<file path="src/rtl/pipe_pkg.sv">
// Shared Y86-64 pipeline definitions: instruction codes, register IDs and
// the E-stage register layout. Later stage registers (M, W) reuse this.
package pipe_pkg;

    localparam logic [3:0] I_HALT   = 4'h0;
    localparam logic [3:0] I_NOP    = 4'h1;
    localparam logic [3:0] I_RRMOVQ = 4'h2;
    localparam logic [3:0] I_IRMOVQ = 4'h3;
    localparam logic [3:0] I_RMMOVQ = 4'h4;
    localparam logic [3:0] I_MRMOVQ = 4'h5;
    localparam logic [3:0] I_OPQ    = 4'h6;
    localparam logic [3:0] I_JXX    = 4'h7;
    localparam logic [3:0] I_CALL   = 4'h8;
    localparam logic [3:0] I_RET    = 4'h9;
    localparam logic [3:0] I_PUSHQ  = 4'hA;
    localparam logic [3:0] I_POPQ   = 4'hB;

    localparam logic [3:0] RRSP  = 4'h4;
    localparam logic [3:0] RNONE = 4'hF;

    typedef struct packed {
        logic [3:0]  icode;
        logic [3:0]  ifun;
        logic [63:0] valA;
        logic [63:0] valB;
        logic [63:0] valC;
        logic [3:0]  dstE;
        logic [3:0]  dstM;
        logic [3:0]  srcA;
        logic [3:0]  srcB;
    } ereg_t;

    // A bubble and the reset state are the same: a NOP that writes nothing.
    localparam ereg_t E_BUBBLE = '{
        icode: I_NOP, ifun: 4'h0,
        valA: 64'd0, valB: 64'd0, valC: 64'd0,
        dstE: RNONE, dstM: RNONE, srcA: RNONE, srcB: RNONE
    };

endpackage

</file>
<file path="src/rtl/pipe_hazard_ctl.sv">
// Combinational hazard detection for the D/E boundary: load/use,
// mispredicted jump and ret in flight, plus the resulting stall/bubble lines.
module pipe_hazard_ctl
    import pipe_pkg::*;
(
    input  logic [3:0] d_icode,
    input  logic [3:0] d_srcA,
    input  logic [3:0] d_srcB,
    input  logic [3:0] E_icode,
    input  logic [3:0] E_dstM,
    input  logic [3:0] M_icode,
    input  logic       e_Cnd,
    output logic       load_use,
    output logic       mispredict,
    output logic       ret_inflight,
    output logic       F_stall,
    output logic       D_stall,
    output logic       D_bubble,
    output logic       E_bubble
);

    logic e_is_load;

    // Hazard conditions and the controls derived from them; stall beats bubble in D.
    always_comb begin
        e_is_load    = (E_icode == I_MRMOVQ) || (E_icode == I_POPQ);
        // RNONE in E_dstM must never match, even against an RNONE source.
        load_use     = e_is_load && (E_dstM != RNONE) &&
                       ((E_dstM == d_srcA) || (E_dstM == d_srcB));
        mispredict   = (E_icode == I_JXX) && !e_Cnd;
        ret_inflight = (d_icode == I_RET) || (E_icode == I_RET) || (M_icode == I_RET);
        F_stall      = load_use || ret_inflight;
        D_stall      = load_use;
        D_bubble     = mispredict || (ret_inflight && !load_use);
        E_bubble     = mispredict || load_use;
    end

endmodule

</file>
<file path="src/rtl/execute_reg.sv">
// Decode-to-execute pipeline register with integrated hazard control and
// saturating load/use and mispredict event counters.
module execute_reg
    import pipe_pkg::*;
#(
    parameter int CNT_W = 16
)
(
    input  logic             clk,
    input  logic             rst,
    input  logic [3:0]       d_icode,
    input  logic [3:0]       d_ifun,
    input  logic [63:0]      d_valA,
    input  logic [63:0]      d_valB,
    input  logic [63:0]      d_valC,
    input  logic [3:0]       d_dstE,
    input  logic [3:0]       d_dstM,
    input  logic [3:0]       d_srcA,
    input  logic [3:0]       d_srcB,
    input  logic [3:0]       M_icode,
    input  logic             e_Cnd,
    output logic [3:0]       E_icode,
    output logic [3:0]       E_ifun,
    output logic [63:0]      E_valA,
    output logic [63:0]      E_valB,
    output logic [63:0]      E_valC,
    output logic [3:0]       E_dstE,
    output logic [3:0]       E_dstM,
    output logic [3:0]       E_srcA,
    output logic [3:0]       E_srcB,
    output logic             F_stall,
    output logic             D_stall,
    output logic             D_bubble,
    output logic [CNT_W-1:0] lu_cnt,
    output logic [CNT_W-1:0] mp_cnt
);

    ereg_t e_q;
    ereg_t e_in;
    logic  load_use;
    logic  mispredict;
    logic  ret_inflight;
    logic  E_bubble;
    logic  unused_ret;

    pipe_hazard_ctl u_hazard (
        .d_icode     (d_icode),
        .d_srcA      (d_srcA),
        .d_srcB      (d_srcB),
        .E_icode     (e_q.icode),
        .E_dstM      (e_q.dstM),
        .M_icode     (M_icode),
        .e_Cnd       (e_Cnd),
        .load_use    (load_use),
        .mispredict  (mispredict),
        .ret_inflight(ret_inflight),
        .F_stall     (F_stall),
        .D_stall     (D_stall),
        .D_bubble    (D_bubble),
        .E_bubble    (E_bubble)
    );

    // ret_inflight only feeds the controls inside the hazard block.
    assign unused_ret = ret_inflight;

    assign e_in = '{
        icode: d_icode, ifun: d_ifun,
        valA: d_valA, valB: d_valB, valC: d_valC,
        dstE: d_dstE, dstM: d_dstM, srcA: d_srcA, srcB: d_srcB
    };

    // E register: reset, then bubble, then normal capture of decode outputs.
    always_ff @(posedge clk) begin
        if (rst || E_bubble) e_q <= E_BUBBLE;
        else                 e_q <= e_in;
    end

    // Saturating hazard event counters; a hazard on the reset edge is dropped.
    always_ff @(posedge clk) begin
        if (rst) begin
            lu_cnt <= '0;
            mp_cnt <= '0;
        end else begin
            if (load_use && (lu_cnt != '1))   lu_cnt <= lu_cnt + CNT_W'(1);
            if (mispredict && (mp_cnt != '1)) mp_cnt <= mp_cnt + CNT_W'(1);
        end
    end

    assign E_icode = e_q.icode;
    assign E_ifun  = e_q.ifun;
    assign E_valA  = e_q.valA;
    assign E_valB  = e_q.valB;
    assign E_valC  = e_q.valC;
    assign E_dstE  = e_q.dstE;
    assign E_dstM  = e_q.dstM;
    assign E_srcA  = e_q.srcA;
    assign E_srcB  = e_q.srcB;

endmodule

</file>
<file path="config.mk">
export PLATFORM = sky130hd
export DESIGN_NAME = execute_reg
export DESIGN_NICKNAME = d
export VERILOG_FILES = /design/src/rtl/pipe_pkg.sv /design/src/rtl/pipe_hazard_ctl.sv /design/src/rtl/execute_reg.sv
export SDC_FILE = /design/constraint.sdc
export NUM_CORES = 1
export LEC_CHECK = 0
export BUFFER_PORTS_ARGS = -buffer_cell sky130_fd_sc_hd__buf_2
export CAP_MARGIN = 20
export CELL_PAD_IN_SITES_DETAIL_PLACEMENT = 0
export CELL_PAD_IN_SITES_GLOBAL_PLACEMENT = 1
export CORE_AREA = 2 2 184 186
export DETAILED_ROUTE_END_ITERATION = 12
export DIE_AREA = 0 0 186 188
export HOLD_SLACK_MARGIN = 0.03
export PLACE_DENSITY = 0.62
export SLEW_MARGIN = 10
export SYNTH_ARGS = -nofsm -noshare
export SYNTH_HDL_FRONTEND = slang
export SYNTH_SLANG_ARGS = --single-unit
</file>
<file path="constraint.sdc">
create_clock -name clk -period 1.8 [get_ports clk]
set_input_delay 0.36 -clock clk [delete_from_list [all_inputs] [get_ports clk]]
set_output_delay 0.36 -clock clk [all_outputs]
set_load 0.1 [all_outputs]
</file>
Yosys cells after proc, flatten, opt, wreduce, memory -nomap -nowiden

Cells that the tools add are included.

Bits in registers: 248
Output and inout port bits: 251

Add/sub/neg operators: 2
Equal/unequal tests: 11
Reductions and logical operators: 16

Operator list:

| operator                | count |
|---|---|
| $add A16 B1 Y16 const B | 2 |
| $ne A16 B16 Y1 const B  | 2 |
| $eq A4 B4 Y1 const B    | 4 |
| $eq A4 B3 Y1 const B    | 2 |
| $eq A4 B4 Y1            | 2 |
| $logic_or A1 B1 Y1      | 8 |
| $logic_and A1 B1 Y1     | 6 |
| $ne A4 B4 Y1 const B    | 1 |
| $logic_not A1 Y1        | 2 |

Logic depth before layout (Yosys ltp)

Depth in word-level cells: 7
Depth in mapped cells: 7
Gate-level depth less buffers: 6

Cells and area by module

From an unflattened synthesis, not the netlist that was laid out.

Cell total of the unflattened synthesis: 675
Area, all modules: 7683.6 µm²

Modules (own cells, without submodules):

| module          | instances | cells each | area an instance (µm²) |
|---|---|---|---|
| execute_reg     | 1         | 648        | 7467.2 |
| pipe_hazard_ctl | 1         | 27         | 216.5 |

Least setup slack after synthesis

No wires, ideal clock.

Kind: register to output
From: reg e_q (netlist bit E_icode[2])
To: out D_bubble
Arrival: 3.620 ns
Data required time: 1.440 ns
Setup slack: -2.180 ns
Stages on the path, launching flop included: 6
Buffers on the path: 0
Path through: dfxtp_1 > and3b_1 > o211a_1 > o21ai_2 > inv_1 > o22ai_1

Word-level cells in the longest chain between the ends: 7
Elaborated cells on any way between the ends: 13
Classes of those cells: eq/ne: 4; reduce/logical: 9

Ends and longest elaborated chain:

| item                                                | line                  | RTL |
|---|---|---|
| start: declaration                                  | execute_reg.sv:38     | `ereg_t e_q;` |
| start signal: assignment                            | execute_reg.sv:75     | `else e_q <= e_in;` |
| $eq A4 B3 Y1 / $eq A4 B4 Y1 (equally long branches) | pipe_hazard_ctl.sv:26 | `e_is_load = (E_icode == I_MRMOVQ) \|\| (E_icode == I_POPQ);` |
| $logic_or A1 B1 Y1 *                                | pipe_hazard_ctl.sv:26 |  |
| $logic_and A1 B1 Y1 * (2 in a row)                  | pipe_hazard_ctl.sv:28 | `load_use = e_is_load && (E_dstM != RNONE) &&` |
| named net D_stall                                   | execute_reg.sv:32     | `output logic D_stall,` |
| $logic_not A1 Y1 *                                  | pipe_hazard_ctl.sv:34 | `D_bubble = mispredict \|\| (ret_inflight && !load_use);` |
| $logic_and A1 B1 Y1 *                               | pipe_hazard_ctl.sv:34 |  |
| $logic_or A1 B1 Y1 *                                | pipe_hazard_ctl.sv:34 |  |
| end: declaration                                    | execute_reg.sv:33     | `output logic D_bubble,` |

Mark *: on every way through the listed nets, which the timed path passes. The rest lies on a longest branch.

Final worst setup path

From: reg e_q (netlist bit E_dstM[3])
To: out D_bubble

Word-level cells in the longest chain between the ends: 6
Elaborated cells on any way between the ends: 9
Classes of those cells: eq/ne: 3; reduce/logical: 6

Ends and longest elaborated chain:

| item                                                             | line |
|---|---|
| $ne A4 B4 Y1 / $eq A4 B4 Y1 (equally long branches)              | pipe_hazard_ctl.sv:28, pipe_hazard_ctl.sv:29 |
| $logic_and A1 B1 Y1 / $logic_or A1 B1 Y1 (equally long branches) | pipe_hazard_ctl.sv:28, pipe_hazard_ctl.sv:29 |
| $logic_and A1 B1 Y1 *                                            | pipe_hazard_ctl.sv:28 |
| $logic_not A1 Y1 *                                               | pipe_hazard_ctl.sv:34 |
| $logic_and A1 B1 Y1 *                                            | pipe_hazard_ctl.sv:34 |
| $logic_or A1 B1 Y1 *                                             | pipe_hazard_ctl.sv:34 |

Mark *: on every way between the ends. The rest lies on a longest branch, timed or not.

==> flow_metrics.env <==
export IMPL_dieWidth_um=186
export IMPL_syn_inst=692
export IMPL_hold_slack_ns=0.05648
export IMPL_ys_types=50
export IMPL_drv_slew=0
export IMPL_ant_nets=0
export IMPL_power_frac_seq_pct=38.9
export IMPL_grt_max_degree=49
export IMPL_grt_pass1_vias=7739
export IMPL_min_path_type="primary input to flop"
export IMPL_hold_viol_final=0
export IMPL_synth_fp_nets=917
export IMPL_fin_nets=1575
export IMPL_max_slew_margin_pct=62.02
export IMPL_via_count=7646
export IMPL_required_ns=1.44
export IMPL_grt_util_all_layers_pct=15.71
export IMPL_vdd_ir_drop_max_uv=822.7
export IMPL_synthFlopType="dfxtp_1"
export IMPL_endpoint_kind="output port"
export IMPL_post_route_period_util_pct=131.7
export IMPL_gp_congestion=0.7794
export IMPL_yosysMostFrequentCell="dfxtp_1"
export IMPL_start_util_pct=23.16
export IMPL_layout_cells_non_filler=1823
export IMPL_core_area_um2=33110
export IMPL_ys_top_cells_by_count="dfxtp_1, and3_1, clkbuf_1, nor2_1"
export IMPL_power_density_nw_per_um2=1078
export IMPL_final_core_util_pct=41.93
export IMPL_antenna_found_initial=5
export IMPL_dp_hpwl_um=21680
export IMPL_power_internal_mw=9.969
export IMPL_avgSynthCellArea_um2=11.08
export IMPL_overflow=0
export IMPL_synth_area_um2=7667
export IMPL_first_pass_iters=5
export IMPL_dp_slack_ns=-0.2737
export IMPL_placed_cells=1643
export IMPL_crit_fanout=3
export IMPL_switchingPower_mw=4.997
export IMPL_violations="negative setup slack"
export IMPL_max_freq_mhz=422.0
export IMPL_ys_seq_area_share_pct=64.75
export IMPL_swShare_pct=33.39
export IMPL_clkSinkCount=248
export IMPL_rsz0062_at_grt="true"
export IMPL_io_buffers=473
export IMPL_drt_initial_drc_count=264
export IMPL_critical_path_arrival_ns=2.01
export IMPL_worst_slack_ns=-0.5699
export IMPL_fin_crit_ns=2.370
export IMPL_via_per_inst=4.194
export IMPL_htreeDepth=1
export IMPL_clockPowerShare_pct=38.5
export IMPL_drive_above_1_share_pct=50.73
export IMPL_synth_warnings=0
export IMPL_drc=0
export IMPL_syn2layout_area_growth_pct=81.10
export IMPL_die_area_um2=34970
export IMPL_status="finished, violations left"
export IMPL_die_h_um=188
export IMPL_share_comb_of_total_power_pct=22.6
export IMPL_cts_root_buf="clkbuf_16"
export IMPL_maxCapViolCount=0
export IMPL_num_rows=67
export IMPL_setup_viol_count_final=155
export IMPL_tritoncts="done"
export IMPL_synth_area_leaders="dfxtp_1, and3_1, clkbuf_1"
export IMPL_yosysTopAreaCell="dfxtp_1"
export IMPL_io_pins=474
export IMPL_cts_buffer_depth=3
export IMPL_yosysTopAreaCellShare_pct=64.75
export IMPL_synth_seq_cells=248
export IMPL_power_leakage_nw=7.069
export IMPL_fin_skew_ns=0.01707
export IMPL_cts_clk_slew_worst_paths_ns=0.06
export IMPL_p_total_mw=14.97
export IMPL_synthArstFlopShare_pct=0
export IMPL_wl_um=29090
export IMPL_cts_buffers_inserted=28
export IMPL_grt_first_pass_wirelength_um=42680
export IMPL_clock_latency_ns=0.54
export IMPL_wl_per_cell_um=15.96
export IMPL_synth_edf_count=0
export IMPL_worst_setup_path_start_kind="flop"
export IMPL_critPathKind="flop to output port"
export IMPL_worst_slew_pin_slew_ns=0.5736
## critical path, stage by stage (launching register included)
cell,delay [ns]
dfxtp_4,0.39
buf_6,0.10
nand4_1,0.12
o211a_1,0.19
o21ai_4,0.09
clkinvlp_4,0.14
o22ai_4,0.22
buf_12,0.21
## stage by stage
| step | setup TNS, ns | area (um^2) |
|---|---|---|
| after CTS | -14.07 | 13810 |
| final | -14.57 | 13890 |
| after global routing | -29.38 | 13890 |
| after global placement | -37.23 | 11470 |
| after floorplan | -18.60 | 8134 |
| after detailed placement | -37.14 | 11470 |
## flip-flops by register name (all words and copies together), names as in the netlist
register  cells
E_valA       64
E_valB       64
E_valC       64
lu_cnt       16
mp_cnt       16
E_dstE        4
E_dstM        4
E_icode       4
E_ifun        4
E_srcA        4
E_srcB        4
## power groups by stage
stage	combinational (mW)	sequential [mW]	clock [mW]
finish	3.39	5.82	5.76
global route	3.51	5.85	6.17
CTS	3.40	5.82	5.96
detailed placement	3.16	5.94	0
global placement	3.16	5.93	0
floorplan	0.355	8.02	0
## final timing paths
check	start	to	slack [ns]	cells past startpoint
setup reg to reg	E_dstM[0]$_SDFF_PP1_	E_valB[0]$_SDFF_PP0_	-0.16	7
hold / removal	d_srcB[0]	E_srcB[0]$_SDFF_PP1_	0.06	2
hold reg to reg	lu_cnt[14]$_SDFFE_PP0P_	lu_cnt[14]$_SDFFE_PP0P_	0.49	2
setup / recovery	E_dstM[3]$_SDFF_PP1_	D_bubble	-0.57	7
## kinds of logic (layout without fill, tap and decap cells)
kind of cell	count (synthesis)	count (layout)	synth area share (%)
and+or+nand+nor	326	326	26.14
DFF	248	248	64.75
buffers and inverters	55	735	2.905
AOI/OAI and AO/OA	38	38	3.117
xor gates and xnor gates	18	18	2.056
muxes	5	5	0.7017
adders and majority gates	2	2	0.3263
other	0	3	0
## metal layers
layer  vias up  track usage (%)  wire length (um)
met5         -                0                 0
met4         0            6.451              1058
met3        57            5.380              2854
met2       369            28.42             14550
met1      3487            16.42             10630
li1       3733                -                 -
## layout make-up
type | instances | area [um^2]
Clock buffer | 39 | 847.1
Antenna cell | 3 | 7.507
Clock inverter | 13 | 105.1
Timing Repair Buffer | 680 | 4484
Sequential cell | 248 | 5095
Multi-Input combinational cell | 389 | 2771
Inverter | 3 | 15.01
Tap cell | 448 | 560.5
Fill cell | 3294 | 19230
## layout by cell type, fill, tap and decap left out, drive strengths merged, types with 2 or more instances in the layout
cell type,synthesis,final
buf,7,561
dfxtp,248,248
and3,203,203
dlygate4sd3,0,119
clkbuf,45,39
nor2,26,26
nand2b,16,16
nand3,16,16
a21oi,15,15
xor2,14,14
nand4,12,12
nand2,11,11
o21ai,9,9
clkinv,0,8
or4,8,8
or3,6,6
o31ai,5,5
nor4,5,5
nor3,5,5
inv,3,5
xnor2,4,4
diode,0,3
nor4bb,3,3
nor2b,3,3
or2,3,3
mux2,3,3
and2,3,3
clkinvlp,0,2
mux2i,2,2
a211oi,2,2
ha,2,2
## repair_timing
action | CTS | global route
hold buffers | 119 | 0
gates cloned | 0 | 0
setup buffers | 4 | 3
endpoints found under the setup margin | 177 | 237
pin swaps | 14 | 6
gates resized for setup | 44 | 11
endpoints found under the hold margin | 119 | 0
No activity file was read; power rests on OpenSTA's default activity.
